==> src/rtl/linear_backward.sv <==
// ---------------------------------------------------------------------------
// linear_backward
//   Backward pass of a fully connected layer (forward pass Y = X*W + B).
//   Given the layer input X, the weights W and the upstream gradient
//   G = dL/dY, it computes:
//     grad_in      = G * W^T          [COUNT][INPUT_SIZE]
//     grad_weights = X^T * G          [INPUT_SIZE][OUTPUT_SIZE]
//     grad_biases  = column sums of G [OUTPUT_SIZE]
//   The work is done by one sequential 32-bit multiply-accumulate unit,
//   stepped by an FSM with nested loop counters. Products keep the low
//   32 bits of the signed product and accumulation wraps modulo 2^32.
//
//   Optional build macro: LINEAR_BACKWARD_BIAS_EN
//     defined   : GRAD_B phase runs and grad_biases is computed
//     undefined : GRAD_W goes straight to DONE and grad_biases reads 0
//
// Ports
//   clk          : clock
//   rst          : synchronous active-high reset (aborts any run)
//   enable       : start request (level); sampled in IDLE, released in DONE
//   busy         : high while computing
//   done         : results valid; held while enable stays high
//   data_in      : forward input X        [COUNT][INPUT_SIZE]
//   weights      : weights W              [INPUT_SIZE][OUTPUT_SIZE]
//   grad_out     : upstream gradient G    [COUNT][OUTPUT_SIZE]
//   grad_in      : dL/dX                  [COUNT][INPUT_SIZE]
//   grad_weights : dL/dW                  [INPUT_SIZE][OUTPUT_SIZE]
//   grad_biases  : dL/dB                  [OUTPUT_SIZE]
// ---------------------------------------------------------------------------
module linear_backward #(
  parameter int INPUT_SIZE  = 4,
  parameter int COUNT       = 1,
  parameter int OUTPUT_SIZE = 4
) (
  input  logic        clk,
  input  logic        rst,
  input  logic        enable,
  output logic        busy,
  output logic        done,
  input  logic [31:0] data_in      [COUNT][INPUT_SIZE],
  input  logic [31:0] weights      [INPUT_SIZE][OUTPUT_SIZE],
  input  logic [31:0] grad_out     [COUNT][OUTPUT_SIZE],
  output logic [31:0] grad_in      [COUNT][INPUT_SIZE],
  output logic [31:0] grad_weights [INPUT_SIZE][OUTPUT_SIZE],
  output logic [31:0] grad_biases  [OUTPUT_SIZE]
);

  localparam int NW = (COUNT > 1)       ? $clog2(COUNT)       : 1;
  localparam int IW = (INPUT_SIZE > 1)  ? $clog2(INPUT_SIZE)  : 1;
  localparam int KW = (OUTPUT_SIZE > 1) ? $clog2(OUTPUT_SIZE) : 1;

  localparam logic [2:0] S_IDLE    = 3'd0;
  localparam logic [2:0] S_GRAD_IN = 3'd1;
  localparam logic [2:0] S_GRAD_W  = 3'd2;
  localparam logic [2:0] S_GRAD_B  = 3'd3;
  localparam logic [2:0] S_DONE    = 3'd4;

  logic [2:0]    state_q, state_d;
  logic [NW-1:0] n_q, n_d;   // sample index
  logic [IW-1:0] i_q, i_d;   // input-feature index
  logic [KW-1:0] k_q, k_d;   // output index
  logic [31:0]   acc_q, acc_d;
  logic          busy_q, busy_d;
  logic          done_q, done_d;

  // Operands captured at start so the caller may change inputs mid-run.
  logic [31:0] x_q  [COUNT][INPUT_SIZE];
  logic [31:0] w_q  [INPUT_SIZE][OUTPUT_SIZE];
  logic [31:0] g_q  [COUNT][OUTPUT_SIZE];
  logic [31:0] gi_q [COUNT][INPUT_SIZE];
  logic [31:0] gw_q [INPUT_SIZE][OUTPUT_SIZE];

  logic [31:0] op_a_s, op_b_s, prod_s, sum_s;
  logic        n_last_s, i_last_s, k_last_s;
  logic        cap_s, wr_gi_s, wr_gw_s, wr_gb_s;

  assign n_last_s = (n_q == NW'(COUNT - 1));
  assign i_last_s = (i_q == IW'(INPUT_SIZE - 1));
  assign k_last_s = (k_q == KW'(OUTPUT_SIZE - 1));
  assign cap_s    = (state_q == S_IDLE) && enable;

  // Low 32 bits of a product are identical for signed and unsigned operands.
  assign prod_s = op_a_s * op_b_s;
  assign sum_s  = acc_q + prod_s;

  // Operand select for the shared MAC; kept apart from the next-state logic
  // so no block both feeds and consumes sum_s.
  always_comb begin
    op_a_s = 32'd0;
    op_b_s = 32'd0;
    case (state_q)
      S_GRAD_IN: begin
        op_a_s = g_q[n_q][k_q];
        op_b_s = w_q[i_q][k_q];
      end
      S_GRAD_W: begin
        op_a_s = x_q[n_q][i_q];
        op_b_s = g_q[n_q][k_q];
      end
`ifdef LINEAR_BACKWARD_BIAS_EN
      S_GRAD_B: begin
        // Bias gradient is a plain sum: multiply by one reuses the MAC.
        op_a_s = g_q[n_q][k_q];
        op_b_s = 32'd1;
      end
`endif
      default: begin
        op_a_s = 32'd0;
        op_b_s = 32'd0;
      end
    endcase
  end

  // FSM, loop counters and accumulator next state.
  always_comb begin
    state_d = state_q;
    n_d     = n_q;
    i_d     = i_q;
    k_d     = k_q;
    acc_d   = acc_q;
    wr_gi_s = 1'b0;
    wr_gw_s = 1'b0;
    wr_gb_s = 1'b0;
    case (state_q)
      S_IDLE: begin
        if (enable) begin
          state_d = S_GRAD_IN;
          n_d     = NW'(0);
          i_d     = IW'(0);
          k_d     = KW'(0);
          acc_d   = 32'd0;
        end else begin
          state_d = S_IDLE;
        end
      end
      // n outer, i middle, k innermost.
      S_GRAD_IN: begin
        if (k_last_s) begin
          wr_gi_s = 1'b1;
          acc_d   = 32'd0;
          k_d     = KW'(0);
          if (i_last_s) begin
            i_d = IW'(0);
            if (n_last_s) begin
              n_d     = NW'(0);
              state_d = S_GRAD_W;
            end else begin
              n_d = n_q + NW'(1);
            end
          end else begin
            i_d = i_q + IW'(1);
          end
        end else begin
          acc_d = sum_s;
          k_d   = k_q + KW'(1);
        end
      end
      // i outer, k (output) middle, n innermost.
      S_GRAD_W: begin
        if (n_last_s) begin
          wr_gw_s = 1'b1;
          acc_d   = 32'd0;
          n_d     = NW'(0);
          if (k_last_s) begin
            k_d = KW'(0);
            if (i_last_s) begin
              i_d = IW'(0);
`ifdef LINEAR_BACKWARD_BIAS_EN
              state_d = S_GRAD_B;
`else
              state_d = S_DONE;
`endif
            end else begin
              i_d = i_q + IW'(1);
            end
          end else begin
            k_d = k_q + KW'(1);
          end
        end else begin
          acc_d = sum_s;
          n_d   = n_q + NW'(1);
        end
      end
`ifdef LINEAR_BACKWARD_BIAS_EN
      // k (output) outer, n innermost.
      S_GRAD_B: begin
        if (n_last_s) begin
          wr_gb_s = 1'b1;
          acc_d   = 32'd0;
          n_d     = NW'(0);
          if (k_last_s) begin
            k_d     = KW'(0);
            state_d = S_DONE;
          end else begin
            k_d = k_q + KW'(1);
          end
        end else begin
          acc_d = sum_s;
          n_d   = n_q + NW'(1);
        end
      end
`endif
      S_DONE: begin
        // Release needs enable low; no restart straight from DONE.
        if (!enable) begin
          state_d = S_IDLE;
        end else begin
          state_d = S_DONE;
        end
      end
      default: begin
        state_d = S_IDLE;
      end
    endcase
    busy_d = (state_d == S_GRAD_IN) || (state_d == S_GRAD_W) ||
             (state_d == S_GRAD_B);
    done_d = (state_d == S_DONE);
  end

  // Control state, operand capture and result registers.
  always_ff @(posedge clk) begin
    if (rst) begin
      state_q <= S_IDLE;
      n_q     <= NW'(0);
      i_q     <= IW'(0);
      k_q     <= KW'(0);
      acc_q   <= 32'd0;
      busy_q  <= 1'b0;
      done_q  <= 1'b0;
      for (int n = 0; n < COUNT; n++) begin
        for (int i = 0; i < INPUT_SIZE; i++) begin
          x_q[n][i]  <= 32'd0;
          gi_q[n][i] <= 32'd0;
        end
        for (int k = 0; k < OUTPUT_SIZE; k++) begin
          g_q[n][k] <= 32'd0;
        end
      end
      for (int i = 0; i < INPUT_SIZE; i++) begin
        for (int k = 0; k < OUTPUT_SIZE; k++) begin
          w_q[i][k]  <= 32'd0;
          gw_q[i][k] <= 32'd0;
        end
      end
    end else begin
      state_q <= state_d;
      n_q     <= n_d;
      i_q     <= i_d;
      k_q     <= k_d;
      acc_q   <= acc_d;
      busy_q  <= busy_d;
      done_q  <= done_d;
      if (cap_s) begin
        x_q <= data_in;
        w_q <= weights;
        g_q <= grad_out;
      end
      if (wr_gi_s) begin
        gi_q[n_q][i_q] <= sum_s;
      end
      if (wr_gw_s) begin
        gw_q[i_q][k_q] <= sum_s;
      end
    end
  end

`ifdef LINEAR_BACKWARD_BIAS_EN
  logic [31:0] gb_q [OUTPUT_SIZE];

  // Bias-gradient result registers.
  always_ff @(posedge clk) begin
    if (rst) begin
      for (int k = 0; k < OUTPUT_SIZE; k++) begin
        gb_q[k] <= 32'd0;
      end
    end else if (wr_gb_s) begin
      gb_q[k_q] <= sum_s;
    end
  end

  assign grad_biases = gb_q;
`else
  // Bias gradient disabled: outputs tied to zero.
  always_comb begin
    for (int k = 0; k < OUTPUT_SIZE; k++) begin
      grad_biases[k] = 32'd0;
    end
  end

  logic unused_wr_gb_s;
  assign unused_wr_gb_s = wr_gb_s;
`endif

  assign busy         = busy_q;
  assign done         = done_q;
  assign grad_in      = gi_q;
  assign grad_weights = gw_q;

endmodule
==> config.mk <==
export PLATFORM = sky130hd
export DESIGN_NAME = linear_backward
export DESIGN_NICKNAME = d
export VERILOG_FILES = /design/src/rtl/linear_backward.sv
export SDC_FILE = /design/constraint.sdc
export NUM_CORES = 2
export LEC_CHECK = 0
export CAP_MARGIN = 15
export CELL_PAD_IN_SITES_DETAIL_PLACEMENT = 1
export CELL_PAD_IN_SITES_GLOBAL_PLACEMENT = 2
export CORE_AREA = 3 3 592 594
export CTS_CLUSTER_SIZE = 8
export DETAILED_ROUTE_END_ITERATION = 16
export DIE_AREA = 0 0 595 597
export PLACE_DENSITY = 0.59
export SYNTH_ARGS = -nofsm -noshare
export SYNTH_HDL_FRONTEND = slang
export SYNTH_SLANG_ARGS = --single-unit
==> constraint.sdc <==
create_clock -name clk -period 9.5 [get_ports clk]
set_input_delay 0.95 -clock clk [delete_from_list [all_inputs] [get_ports clk]]
set_output_delay 0.95 -clock clk [all_outputs]
set_load 0.03 [all_outputs]
======== Word level (Yosys, flattened, before mapping) ========
Index checks and enable logic that the tools add are counted.
storage, ports and cells
  register bits after elaboration ......... 1450
  output and inout bits ................... 770
cells by class
  add/subtract/negate cells ............... 4
  $mul .................................... 1
  eq/ne operators ......................... 13
  reductions and logical operators ........ 11
  $lt $le $gt $ge ......................... 6
  muxes and demuxes ....................... 55
  bitwise operators ....................... 2
operator list
  kind                                                  number
  2-to-1 mux 128 bit                                    6
  bitwise mux 512 bit                                   1
  2-to-1 mux 32 bit                                     11
  binary-select mux 128 bit (select 2 bit)              1
  demux 128 bit (select 2 bit)                          1
  binary-select mux 32 bit (select 2 bit)               3
  bitwise mux 128 bit                                   1
  demux 32 bit (select 2 bit)                           2
  case mux 32 bit (2 select lines)                      2
  case mux 32 bit (3 select lines)                      1
  adder 32 bit                                          1
  multiplier 32 x 32 -> 32 bit                          1
  2-to-1 mux 3 bit                                      7
  2-to-1 mux 2 bit                                      6
  case mux 2 bit (3 select lines)                       2
  case mux 3 bit (4 select lines)                       1
  equality test 3 x 2 -> 1 bit (second input constant)  3
  2-to-1 mux 1 bit                                      9
  != test 2 bit (second input constant)                 4
  equality test 3 x 1 -> 1 bit (second input constant)  2
  equality test 3 bit (second input constant)           2
  >= comparator 3 bit (second input constant)           2
  < comparator 3 x 1 -> 1 bit (second input constant)   2
  inverter 2 -> 3 bit                                   2
  13 further kinds                                      19

======== Depth between registers and ports, before layout ========
  depth in word-level cells ............... 12
  gate-level depth with buffers ........... 45

======== Least setup slack after synthesis ========
Ideal clock, no wire load.
  path kind ............................... register -> register
  start ................................... register k_q[0]
  end ..................................... register gi_q, in the netlist grad_in[120]
  setup time .............................. 0.070 ns
  stages on the path, launching flop included .. 34
  slack ................................... 0.272 ns
  buffers on the path ..................... 7
  arrival time ............................ 9.158 ns
  cells stage by stage .................... dfxtp_1 buf_4 buf_4 buf_4 buf_4 buf_2 mux4_2 a22oi_1 clkbuf_1 nor2_1 fa_1 fa_1 fa_1 inv_1 fa_1 inv_1 fa_1 inv_1 fa_1 inv_1 fa_1 inv_1 fa_1 inv_1 ha_1 nand4_1 or2_2 o221ai_1 a21oi_1 or4b_2 o2111ai_1 clkbuf_1 nand2_1 a21oi_1
between the ends
  cells in the longest elaborated chain, start to end .. 8
RTL lines
  element                                                            line        text
  from (decl)                                                        61          logic [KW-1:0] k_q, k_d;
  from (signal assigned)                                             249         k_q <= k_d;
  inverter 2 -> 3 bit (implied by the code)                          93, 94, 98
  binary-select mux 32 bit (select 2 bit), on equally long branches  93, 98, 94
  2-to-1 mux 32 bit, on equally long branches (2 in series)          93, 98, 94
  case mux 32 bit (2 select lines)                                   91          case (state_q)
  multiplier 32 x 32 -> 32 bit                                       83          assign prod_s = op_a_s * op_b_s;
  adder 32 bit                                                       84          assign sum_s = acc_q + prod_s;
  bitwise mux 128 bit                                                259         gi_q[n_q][i_q] <= sum_s;
  to (signal, indexed assignment)                                    259
  to (decl)                                                          70          logic [31:0] gi_q [COUNT][INPUT_SIZE];
Several ways; a longest one is shown, not always the timed one. The select of a mux whose other input is x is not followed.
A chain may end at the register's enable or synchronous reset.

======== Worst setup path in the final report ========
  start ................................... register i_q[0]
  end ..................................... register gw_q, in the netlist grad_weights[479]
between the ends
  cells in the longest elaborated chain, start to end .. 11
RTL lines
  element                                                 line         text
  from (decl)                                             60           logic [IW-1:0] i_q, i_d;
  from (signal assigned)                                  248          i_q <= i_d;
  inverter 2 -> 3 bit (implied by the code) *             94, 97, 262
  binary-select mux 128 bit (select 2 bit)                94           op_b_s = w_q[i_q][k_q];
  2-to-1 mux 128 bit (implied by the code) (2 in series)  94
  binary-select mux 32 bit (select 2 bit)                 94
  2-to-1 mux 32 bit (implied by the code) (2 in series)   94
  case mux 32 bit (2 select lines)                        91
  multiplier 32 x 32 -> 32 bit                            83
  adder 32 bit                                            84
  bitwise mux 512 bit *                                   262          gw_q[i_q][k_q] <= sum_s;
  to (signal, indexed assignment)                         262
  to (decl)                                               71           logic [31:0] gw_q [INPUT_SIZE][OUTPUT_SIZE];
Mark *: on every way between the ends. The rest lies on a longest branch, timed or not. The select of a mux whose other input is x is not followed.

==> summary.json <==
{
  "logic_synthesis": {
    "syn-mean-instance-area_um2": 8.36,
    "synth_enable_flop_cells": 0,
    "synth_top_area_cell": "sky130_fd_sc_hd__dfxtp_1",
    "ys_seq_elements": 1449,
    "synth_async_sr_flop_share_pct": 0,
    "post_synth_inst_count": 8808,
    "yosys_warnings": 0,
    "synth.most_common_cell": "sky130_fd_sc_hd__nand2_1",
    "synth_top_flop_cell": "sky130_fd_sc_hd__dfxtp_1",
    "post_synth_most_frequent_cells": "sky130_fd_sc_hd__nand2_1 (2448), sky130_fd_sc_hd__dfxtp_1 (1449), sky130_fd_sc_hd__a21oi_1 (1402)",
    "synth.distinct_cells": 70,
    "syn_area_um2": 73700,
    "synth.yosys.seq_area_share_pct": 39.4,
    "top_cells_by_area_in_the_synthesized_netlist": "sky130_fd_sc_hd__dfxtp_1 (39%), sky130_fd_sc_hd__nand2_1 (12%), sky130_fd_sc_hd__fa_1 (12%)",
    "post-synth-top-area-fraction_pct": 39.4
  },
  "cells_and_area": {
    "fin_nets": 11500,
    "postLayoutCellArea_um2": 102000,
    "layoutNonFillerInstCount": 14900,
    "area_growth_pct": 37.8,
    "n_fill_cell": 40000,
    "proportion_of_layout_cells_with_a_drive_suffix_above_1_pct": 10.6,
    "final_core_utilization_pct": 29.4
  },
  "cts": {
    "numClockSinks": 1449,
    "h-tree-depth": 4,
    "clock_tree.root_cell": "sky130_fd_sc_hd__clkbuf_16",
    "insertion_delay_ns": 0.94,
    "clk_transition_reported_paths_ns": 0.06,
    "clk_path_buf_depth": 4,
    "cts_hold_buf": 0,
    "cts-buffers-inserted": 207,
    "tritoncts": "done"
  },
  "placement": {
    "cell_area_placed_um2": 94400,
    "dp_hpwl_um": 335000,
    "port_buffers": 1412,
    "pre_cts_ws_ns": -0.239,
    "dp_cells": 14500,
    "gp_congestion": 0.875
  },
  "grt": {
    "first_pass_grt_wire_length_um": 585000,
    "global_route_total_overflow": 0,
    "number_of_global_route_vias_before_repair": 71100,
    "grt_antenna_before_repair": 151,
    "gr-usage-all-layers_pct": 23.3,
    "maximum_number_of_pins_on_one_net_before_global_route_repair": 219
  },
  "power": {
    "largest_vdd_supply_drop_mv": 0.132,
    "power_mw": 15.1,
    "leakage_nw": 37.8,
    "power_per_cell_area_nw_per_um2": 149
  },
  "run_status": {
    "outcome": "finished, final reports clean"
  },
  "worst_setup_path": {
    "path_buf_inv": 13,
    "critPathMaxStageDelay_ns": 0.61,
    "critical_path.reg2reg.startpoint": "i_q[0]",
    "crit_path_frequent_cell": "sky130_fd_sc_hd__fa_1",
    "cp_slowest_cell": "sky130_fd_sc_hd__fa_2",
    "crit_path_start_kind": "flip-flop",
    "setup.worst_path.start": "i_q[0]",
    "path_delay_family": "adder cells",
    "wp_data_required_ns": 10.22,
    "worst_ep_arrival_time_ns": 9.95,
    "timing.setup.critical_path_class": "flip-flop to flip-flop",
    "timing.critical_path.fanout_max": 7,
    "r2r.worst_path.cells": 39,
    "endpoint_kind": "flip-flop",
    "critical_path_depth": 39
  },
  "min_path": {
    "hold-path-cell-count": 2,
    "holdCritPathClass": "flip-flop to flip-flop",
    "holdCritStartpoint": "w_q[124]"
  },
  "detailed_routing": {
    "first_pass_iters": 5,
    "drt_first_iter_violations": 4425,
    "total_vias_in_the_final_route": 68300,
    "wire_per_inst_um": 29.0,
    "remaining_routing_drc_violations": 0,
    "via_per_inst": 4.60,
    "ant_nets": 0,
    "finalWirelength_um": 432000
  },
  "timing": {
    "setup_slack_ns": 0.266,
    "final_hold_viol_count": 0,
    "max-slew-margin-rel_pct": 15.1,
    "final-max-slew-violation-count": 0,
    "layout_worst_path_cycle_share_pct": 97.2,
    "fin_crit_ns": 9.23,
    "final.setup_skew_ns": 0.149,
    "achievable-frequency_mhz": 108,
    "finalSetupTns_ns": 0,
    "setup_viol_count_final": 0,
    "tightest_slew_ns": 1.27,
    "timing.hold.ws_ns": 0.451
  },
  "flow_run": {
    "number_of_maximum_capacitance_violations": 0
  },
  "floorplan": {
    "top_level_ports": 1541,
    "fp.coreArea_um2": 346000,
    "rows": 216,
    "initial_utilization_pct": 21.3,
    "die-height_um": 597,
    "fp.dieW_um": 595,
    "floorplan.die_area_um2": 355000
  }
}
-- cell families after synthesis --
kind of cell	synth area share, %
AO/OA/AOI/OAI	12.3
flip-flops	39.4
AND/OR/NAND/NOR	18.3
adder cells (fa/ha/maj)	14.1
multiplexers	6.73
buffers and inverters	8.12
XOR/XNOR	1.04
other	0.00509
-- layout make-up --
type	count	area, um2	share of cell area [%]
multi-input combinational	6118	40100	39.5
sequential	1449	29000	28.6
timing repair buffer	1860	18900	18.6
tap	4578	5730	5.64
clock buffer	228	5340	5.26
inverter	561	2110	2.08
clock inverter	12	204	0.201
antenna	56	140	0.138
-- placed cells by master, fill, tap and decap left out, drive strengths merged, types with 56 or more instances in the layout --
| cell | count |
|---|---|
| a22oi | 57 |
| clkdlybuf4s50 | 1411 |
| nor2 | 706 |
| nand2b | 94 |
| fa | 438 |
| mux2i | 58 |
| buf | 441 |
| clkbuf | 236 |
| inv | 564 |
| nand2 | 2450 |
| ha | 132 |
| xnor2 | 58 |
| a21oi | 1403 |
| mux4 | 192 |
| diode | 56 |
| conb | 128 |
| dfxtp | 1449 |
-- state kept, by name, summed over array words and instances, names as in the netlist --
signal / flops
grad_weights: 512
w_q: 512
g_q: 128
grad_in: 128
x_q: 128
acc_q: 32
state_q: 3
i_q: 2
k_q: 2
busy: 1
done: 1
-- worst paths after layout --
path / endpoint / slack (ns)
worst min-delay path: w_q[124] / 0.45
worst max register to register: grad_weights[479] / 0.27
worst max-delay path: grad_weights[479] / 0.27
worst min register to register: w_q[124] / 0.45
-- report_power, final --
part           total, mW  switching (mW)  leakage (nW)  internal (mW)
Combinational       1.83            1.13          23.3          0.701
Sequential          6.43           0.135          11.8           6.29
Clock               6.86            2.92          2.71           3.94
-- layer usage --
layer / wire length, um / up-vias / GRT usage, %
met1: 176000 / 34900 / 28.1
met4: 17000 / 64 / 8.52
met5: 407 / - / 0
met2: 214000 / 1946 / 40.7
li1: - / 30800 / -
met3: 24600 / 646 / 4.76
-- tightest hold or removal path: cells and delay by family (launching register included) --
family	cells	cell delay (ns)
compound gates	1	0.05
simple gates	1	0.05
flops	1	0.30
-- repair_timing --
action                                  4_1_cts  5_1_grt
endpoints found under the setup margin      272      286
buffers inserted                              0       62
pin swaps                                     0       44
resized for setup                            11      128
cloned                                        0       10
No activity file was read; power rests on OpenSTA's default activity.
